### src/rtl/load_store_unit.sv
// Load/store unit: turns one MEMREAD/MEMWRITE request into a single req/ack
// bus transaction and returns aligned, extended load data with a done pulse.
// Misaligned or illegal accesses fault without touching the bus, and a
// request that waits too long for bus_ack is aborted with a timeout flag.
//
//   state     | meaning
//   ----------+----------------------------------------------------------
//   S_IDLE    | waiting for mem_read/mem_write; checks legality/alignment
//   S_REQUEST | bus_req held high, waiting for bus_ack or timeout
//   S_DONE    | successful access, one-cycle done pulse
//   S_FAULT   | misaligned/illegal/timeout, one-cycle done pulse with flag
module load_store_unit #(
    parameter int TIMEOUT_CYCLES = 255
) (
    input  logic        clk,
    input  logic        reset,
    input  logic        mem_read,
    input  logic        mem_write,
    input  logic [2:0]  funct3,
    input  logic [31:0] addr,
    input  logic [31:0] store_data,
    output logic [31:0] load_data,
    output logic        done,
    output logic        busy,
    output logic        misaligned,
    output logic        timeout,
    output logic        bus_req,
    output logic        bus_we,
    output logic [31:0] bus_addr,
    output logic [3:0]  bus_be,
    output logic [31:0] bus_wdata,
    input  logic        bus_ack,
    input  logic [31:0] bus_rdata
);

    typedef enum logic [1:0] {
        S_IDLE,
        S_REQUEST,
        S_DONE,
        S_FAULT
    } state_t;

    // Last count value before the timeout fires (counter starts at 0).
    localparam logic [15:0] CNT_LAST = 16'(TIMEOUT_CYCLES - 1);

    state_t      state;
    state_t      state_next;
    logic [15:0] cnt;
    logic [1:0]  addr_lo_q;
    logic [2:0]  funct3_q;

    logic        start;
    logic        access_ok;
    logic        legal;
    logic        aligned;
    logic [3:0]  req_be;
    logic [31:0] req_wdata;
    logic [31:0] rdata_shifted;
    logic [31:0] extracted;

    // Request decode: legality, alignment and store lane steering.
    always_comb begin
        start     = mem_write | mem_read;
        legal     = 1'b0;
        aligned   = 1'b1;
        req_be    = 4'b1111;
        req_wdata = 32'h0;
        if (mem_write) begin
            legal = (funct3 == 3'b000) || (funct3 == 3'b001) || (funct3 == 3'b010);
        end else begin
            legal = (funct3 == 3'b000) || (funct3 == 3'b001) || (funct3 == 3'b010) ||
                    (funct3 == 3'b100) || (funct3 == 3'b101);
        end
        if (funct3[1:0] == 2'b01) begin
            aligned = (addr[0] == 1'b0);
        end else if (funct3[1:0] == 2'b10) begin
            aligned = (addr[1:0] == 2'b00);
        end
        if (mem_write) begin
            case (funct3[1:0])
                2'b00: begin
                    req_be    = 4'b0001 << addr[1:0];
                    req_wdata = {4{store_data[7:0]}};
                end
                2'b01: begin
                    req_be    = addr[1] ? 4'b1100 : 4'b0011;
                    req_wdata = {2{store_data[15:0]}};
                end
                default: begin
                    req_be    = 4'b1111;
                    req_wdata = store_data;
                end
            endcase
        end
        access_ok = legal & aligned;
    end

    // Load extraction from the returned word using the latched lane/size.
    always_comb begin
        rdata_shifted = bus_rdata >> {addr_lo_q, 3'b000};
        case (funct3_q)
            3'b000:  extracted = {{24{rdata_shifted[7]}}, rdata_shifted[7:0]};
            3'b001:  extracted = addr_lo_q[1] ? {{16{bus_rdata[31]}}, bus_rdata[31:16]}
                                              : {{16{bus_rdata[15]}}, bus_rdata[15:0]};
            3'b100:  extracted = {24'h0, rdata_shifted[7:0]};
            3'b101:  extracted = addr_lo_q[1] ? {16'h0, bus_rdata[31:16]}
                                              : {16'h0, bus_rdata[15:0]};
            default: extracted = bus_rdata;
        endcase
    end

    // Next-state logic; ack wins over a simultaneous timeout.
    always_comb begin
        state_next = state;
        case (state)
            S_IDLE: begin
                if (start) begin
                    state_next = access_ok ? S_REQUEST : S_FAULT;
                end
            end
            S_REQUEST: begin
                if (bus_ack) begin
                    state_next = S_DONE;
                end else if (cnt == CNT_LAST) begin
                    state_next = S_FAULT;
                end
            end
            S_DONE:  state_next = S_IDLE;
            S_FAULT: state_next = S_IDLE;
            default: state_next = S_IDLE;
        endcase
    end

    // State register.
    always_ff @(posedge clk or posedge reset) begin
        if (reset) begin
            state <= S_IDLE;
        end else begin
            state <= state_next;
        end
    end

    // Wait counter, cleared on entry to REQUEST; request fields latched in IDLE.
    always_ff @(posedge clk or posedge reset) begin
        if (reset) begin
            cnt       <= 16'h0;
            addr_lo_q <= 2'b00;
            funct3_q  <= 3'b000;
        end else begin
            if (state == S_IDLE && start) begin
                cnt       <= 16'h0;
                addr_lo_q <= addr[1:0];
                funct3_q  <= funct3;
            end else if (state == S_REQUEST && !bus_ack) begin
                cnt <= cnt + 16'd1;
            end
        end
    end

    // Registered outputs: status derived from the upcoming state, bus fields
    // loaded on acceptance and cleared when the transaction ends.
    always_ff @(posedge clk or posedge reset) begin
        if (reset) begin
            load_data  <= 32'h0;
            done       <= 1'b0;
            busy       <= 1'b0;
            misaligned <= 1'b0;
            timeout    <= 1'b0;
            bus_req    <= 1'b0;
            bus_we     <= 1'b0;
            bus_addr   <= 32'h0;
            bus_be     <= 4'h0;
            bus_wdata  <= 32'h0;
        end else begin
            busy       <= (state_next != S_IDLE);
            done       <= (state_next == S_DONE) || (state_next == S_FAULT);
            misaligned <= (state == S_IDLE) && (state_next == S_FAULT);
            timeout    <= (state == S_REQUEST) && (state_next == S_FAULT);
            if (state == S_IDLE && start && access_ok) begin
                bus_req   <= 1'b1;
                bus_we    <= mem_write;
                bus_addr  <= {addr[31:2], 2'b00};
                bus_be    <= req_be;
                bus_wdata <= req_wdata;
            end else if (state == S_REQUEST && state_next != S_REQUEST) begin
                bus_req   <= 1'b0;
                bus_we    <= 1'b0;
                bus_addr  <= 32'h0;
                bus_be    <= 4'h0;
                bus_wdata <= 32'h0;
                if (bus_ack && !bus_we) begin
                    load_data <= extracted;
                end
            end
        end
    end

endmodule
### config.mk
export PLATFORM = sky130hd
export DESIGN_NAME = load_store_unit
export DESIGN_NICKNAME = d
export VERILOG_FILES = /design/src/rtl/load_store_unit.sv
export SDC_FILE = /design/constraint.sdc
export NUM_CORES = 1
export LEC_CHECK = 0
export BUFFER_PORTS_ARGS = -buffer_cell sky130_fd_sc_hd__buf_4
export CAP_MARGIN = 15
export CORE_MARGIN = 2
export CORE_UTILIZATION = 54
export DETAILED_ROUTE_END_ITERATION = 6
export PLACE_DENSITY = 0.84
export SYNTH_ARGS = -nofsm -noshare
export SYNTH_HDL_FRONTEND = slang
export SYNTH_SLANG_ARGS = --single-unit
### constraint.sdc
create_clock -name clk -period 10 [get_ports clk]
set_input_delay 1 -clock clk [delete_from_list [all_inputs] [get_ports clk]]
set_output_delay 1 -clock clk [all_outputs]
set_load 0.05 [all_outputs]
==> results.txt, run 1 <==
Critical Path Sink Type: flop
CTS resizes: 0
Max Used Layer: met4
Crit Path Category: input port to flop
Dpl cell area: 7516 µm²
Hold WC Path Type: flop to flop
Register area: 3153 µm²
Top post-synthesis cells by area: dfrtp_1 53%, nand2_1 7.8%, mux2i_1 5.9%
Hold-fix buffers, CTS: 0
Flop-to-flop setup slack: 7300 ps
Adder-cell share of the synthesized area: 0.004202
Worst-Skew Late Latency: 530 ps
Routed via count: 5,549
Number of iterations in the first detailed-routing pass: 5
Clock transition at the registers of the reported paths: 60 ps
Worst Clk Skew: 9.546 ps
Cell family with most CP delay: compound AO/OA/AOI/OAI gates
Met3 wire length: 1403 µm
Avg Vias per Cell: 5.780
Mapped Cells: 627
Leak Pwr: 3.959 nW
VDD IR-drop max: 225.1 µV
Fin crit share: 0.3145
Leading area contributor after synthesis: dfrtp_1
Core area: 10,790 µm²
Synth Area in Compound Gates: 0.1945
Number of synthesized flops with an enable pin: 0
DP HPWL: 11,730 µm
Final instance area: 8140 µm²
Largest net degree at the start of global routing: 85
Setup TNS: 0 ps
Power per Cell Area: 355.1 nW/µm²
Antenna diodes: 0
Simple-Gate Fraction of Synth Area: 0.1630
Routed WL per cell: 17.91 µm
FF+latch count, synth: 126
Mux contribution to synthesized area: 0.05882
Area fraction of the dominant cell type after synthesis: 0.5294
Critical path cell sequence: buf_4 > nor4_1 > o211a_1 > nand2_1 > o2bb2ai_1
Delay of the slowest cell on the worst path: 920 ps
CP Max Fanout: 35
Slew margin rel.: 0.2517
Mean area per synthesized cell: 9.499 µm²
Total grt overflow: 0
Post-Synth XOR/XNOR Area: 0.01029
Post-synth ARST share: 1.000
Initial DRC count: 353
Overall Global Routing Usage: 0.2952
Die span in x: 109.0 µm
# fillers: 712
Commonest non-fill, non-tap cell in the layout: buf_4
Initial antenna violation count: 0
Worst Path Required: 10,430 ps
IO Pins: 210
Hold Vio Cnt, Final: 0
Most frequent cells in the layout: 210 x buf_4, 126 x dfrtp_1, 123 x nand2_1, 65 x o21ai_0, 58 x a21oi_1
Most used DFF post-synth: dfrtp_1
Tightest Pin Transition: 1122 ps
Worst Hold Slack: 485.1 ps
Starting Density: 0.5518
M1 wire length: 6836 µm
Max-slew violations: 0
# port buffers: 207
Sequential share of the synthesized area: 0.5294
Synthesis-to-finish area growth: 36.68%
Share of layout cells above drive strength 1: 0.3012
Clk buf depth: 2
Htree depth: 4
Nets: 916
First-pass GRT wire length: 26,830 µm
Max Cap Viol: 0
Routed WL: 17,200 µm
Finish-stage setup viols: 0
Post-route ant nets: 0
CP max-delay cell: o211a_1
Die Ht: 109.0 µm
Status: completed
Max frequency: 318.0 MHz
Area of the multi-input gates: 2586 µm²
Clk root buf: clkbuf_8
Kind of start point of the critical path: input port
Number of CTS-inserted buffers: 17
Synth warn: 0
Die area: 11,890 µm²
Mapped Area: 5956 µm²
Final min period: 3145 ps
Data arrival time of the critical path: 3580 ps
DRC: 0
Bufs and invs on worst path: 1
Floorplan row count: 38
RSZ-0062 raised after global routing: no
Postcts setup bufs: 0
Vias in the first global route: 5,374
GPL Wtd Cong: 0.8657
Distinct cells, synth: 52
CTS tree: built
Largest family of logic cells by synthesized area: compound AO/OA/AOI/OAI gates
Detail Route met2 WL: 8536 µm
CTS Sinks: 126
worst paths after layout:
| path | startpoint | to | depth (start not counted) |
|---|---|---|---|
| max in group asynchronous | reset | load_data[24] | 3 |
| max | funct3[0] | bus_wdata[23] | 5 |
| min in group asynchronous | reset | bus_req | 2 |
| min reg2reg | load_data[9] | load_data[9] | 2 |
| max reg2reg | addr_lo_q[1] | load_data[24] | 4 |
| min | load_data[9] | load_data[9] | 2 |
where the power goes:
group	leakage (nW)	internal, mW	total [mW]	switching [mW]
sequential	1.63	0.692	0.854	0.162
combinational	2.03	0.426	1.39	0.967
clock	0.296	0.427	0.642	0.215
total	3.96	1.55	2.89	1.34
worst reg2reg max path, delay by kind of cell (launching register included):
family	cells	cell delay [ps]
flip-flops	1	1000
AO/OA/AOI/OAI	2	990
multiplexers	1	440
AND/OR/NAND/NOR	1	100
kinds of logic (layout without fill, tap and decap cells):
logic type                 after synthesis  after routing
and+or+nand+nor                        212            212
DFF                                    126            126
muxes                                   35             35
xor gates and xnor gates                 7              7
adders and majority gates                2              2
buffers and inverters                   54            246
AOI/OAI and AO/OA                      190            190
other                                    1              2
Yosys cell counts, types with 2 or more instances:
library cell,n
o2bb2ai_1,16
nand2b_1,6
xnor2_1,5
buf_2,4
xor2_1,2
a21oi_1,58
nand3b_1,8
or4_1,2
nor4_1,4
ha_1,2
or2_2,2
nand2_1,123
a22o_1,16
nand4_1,3
and2_1,3
o22ai_1,2
o31ai_1,9
inv_1,6
nand3_1,4
nor2b_1,9
dfrtp_1,126
o21ai_0,65
clkbuf_1,36
a211oi_1,10
buf_4,2
nor3_1,4
nor2_1,30
or3_1,3
mux2i_1,35
a21o_1,7
buf_1,4
sequential cells by signal, summed over array words and instances, names as in the netlist, 2 cells and up:
name / cells
bus_wdata: 32
load_data: 32
bus_addr: 30
cnt: 16
bus_be: 4
funct3_q: 3
addr_lo_q: 2
metal layers:
layer,track usage,up-vias
li1,-,2553
met1,0.3852,2671
met2,0.4756,286
met3,0.06993,39
met4,0.1209,0
met5,0,-
stage by stage:
step | util | worst slack, ps | total power [mW] | cells
6_report | 0.7542 | 6855 | 2.890 | 960
5_1_grt | 0.7542 | 6656 | 3.024 | 960
4_1_cts | 0.7528 | 6843 | 2.886 | 959
3_5_place_dp | 0.6964 | 6267 | 2.241 | 930
3_3_place_gp | 0.6964 | 6434 | 2.206 | 930
2_1_floorplan | - | 5644 | 1.809 | 628
cell type report:
type / instances / area share
Clock inverter: 6 / 0.01629
Multi-Input combinational cell: 448 / 0.3177
Inverter: 6 / 0.003074
Timing Repair Buffer: 211 / 0.1955
Tap cell: 140 / 0.02152
Clock buffer: 23 / 0.05856
Sequential cell: 126 / 0.3873
(Power assumes the default switching activity.)
==> run 2: changes to the inputs <==
CORE_UTILIZATION = 45   (was 54)
PLACE_DENSITY = 0.74   (was 0.84)
clock period = 2.85 ns   (was 10 ns; I/O delays follow)
==> run 2 against run 1 <==
Effect of this change: design area grew 1.1%; clock power rose to 3.2 times the previous value; global-route usage down 5.7 points; hold slack lost 420 ps; die area increased by 19%; wire length down 3.9%; register-to-register slack worse by 6700 ps; worst setup slack lost 6200 ps; critical path type is now flop to flop; largest cell class unchanged; largest power group unchanged.
==> results.txt, run 2 (synthesized netlist as in run 1, its figures left out) <==
Status: completed
Final Worst Setup Slack: 614.9 ps
Largest net degree at the start of global routing: 63
# port buffers: 207
IO Pins: 210
Routed WL per cell: 16.40 µm
CTS tree: built
Slew margin rel.: 0.3905
Worst-Skew Late Latency: 420 ps
Leak Pwr: 3.968 nW
DRC: 0
Die span in x: 119.0 µm
Final min period: 2235 ps
Antenna diodes: 0
DP HPWL: 11,840 µm
Synthesis-to-finish area growth: 38.15%
Starting Density: 0.4552
Number of iterations in the first detailed-routing pass: 5
RSZ-0062 raised after global routing: no
Overall Global Routing Usage: 0.2382
Core area: 13,090 µm²
Flop-to-flop setup slack: 610 ps
Commonest non-fill, non-tap cell in the layout: buf_4
Avg Vias per Cell: 5.401
Routed WL: 16,530 µm
CP Max Fanout: 10
Reg2reg start: done
Routed via count: 5,444
Hold-fix buffers, CTS: 1
Max frequency: 447.4 MHz
Share of layout cells above drive strength 1: 0.3125
Clk root buf: clkbuf_16
Kind of start point of the critical path: flop
Worst Path Required: 3180 ps
Post-route ant nets: 0
Fin crit share: 0.7843
CTS resizes: 0
Critical Path Sink Type: flop
Tightest Pin Transition: 910.9 ps
Crit Path Category: flop to flop
Regs by FF count: bus_wdata: 32 flops, load_data: 32 flops, bus_addr: 30 flops
Hold Vio Cnt, Final: 0
Most frequent cells in the layout: 217 x buf_4, 126 x dfrtp_1, 123 x nand2_1, 65 x o21ai_0, 58 x a21oi_1
Hold Path Origin: addr[11]
Htree depth: 4
Vias in the first global route: 5,324
Pre-CTS setup slack: 620.6 ps
Data arrival time of the critical path: 2570 ps
Postcts setup bufs: 0
CTS Sinks: 126
Power per Cell Area: 1208 nW/µm²
VDD IR-drop max: 500.6 µV
Nets: 925
Crit. Startpoint: done
Floorplan row count: 42
Worst Clk Skew: 10.98 ps
Finish-stage setup viols: 0
First-pass GRT wire length: 26,880 µm
Clock transition at the registers of the reported paths: 60 ps
Initial antenna violation count: 0
Die area: 14,170 µm²
Max-slew violations: 0
Die Ht: 119.0 µm
Number of CTS-inserted buffers: 17
Setup TNS: 0 ps
GPL Wtd Cong: 0.8588
Clk buf depth: 2
Max Cap Viol: 0
Overall Power: 9.937 mW
Initial DRC count: 408
Total grt overflow: 0
Hold WC Path Type: input port to flop
## run 2: metal layers
metal	share of wire	track usage	vias to the layer above	wire length, µm
li1	-	-	2582	-
met1	0.43	0.3134	2631	7108
met2	0.48	0.3779	210	7952
met3	0.072	0.07184	21	1191
met4	0.017	0.07813	0	278
met5	0	0	-	0
## run 2: final timing paths
| kind | to | cells after the start |
|---|---|---|
| max in group asynchronous | bus_be[1] | 4 |
| max | cnt[13] | 4 |
| min | bus_addr[11] | 3 |
| min in group asynchronous | load_data[19] | 3 |
| min reg2reg | load_data[3] | 2 |
| max reg2reg | cnt[13] | 4 |
## run 2: per-stage QoR
step | instances | instance area, µm² | util | hold slack [ps]
after floorplan | 628 | 5963 | - | 390.4
after global placement | 975 | 7655 | 0.5850 | 348.2
after detailed placement | 975 | 7655 | 0.5850 | 355.3
after CTS | 1008 | 8228 | 0.6288 | 59.67
after global routing | 1008 | 8228 | 0.6288 | 65.67
final | 1008 | 8228 | 0.6288 | 68.54
## run 2: worst max-delay path, cell delays in order, from the launching register on
cell and delay (ps):
dfrtp_1 410, or3b_1 520, or3_1 520, or4_1 540, a21oi_1 170
## run 2: power breakdown
group	switching, mW	total (mW)	internal, mW
logic	3.45	4.98	1.54
clock network	0.836	2.04	1.21
registers	0.484	2.91	2.43
## run 2: layout make-up
cell class / instances / area [µm²]
tap: 176 / 220.2
timing repair buffer: 220 / 1679
inverter: 6 / 26.28
fill: 1111 / 4857
sequential: 126 / 3153
clock buffer: 17 / 425.4
clock inverter: 15 / 137.6
multi-input combinational: 448 / 2586
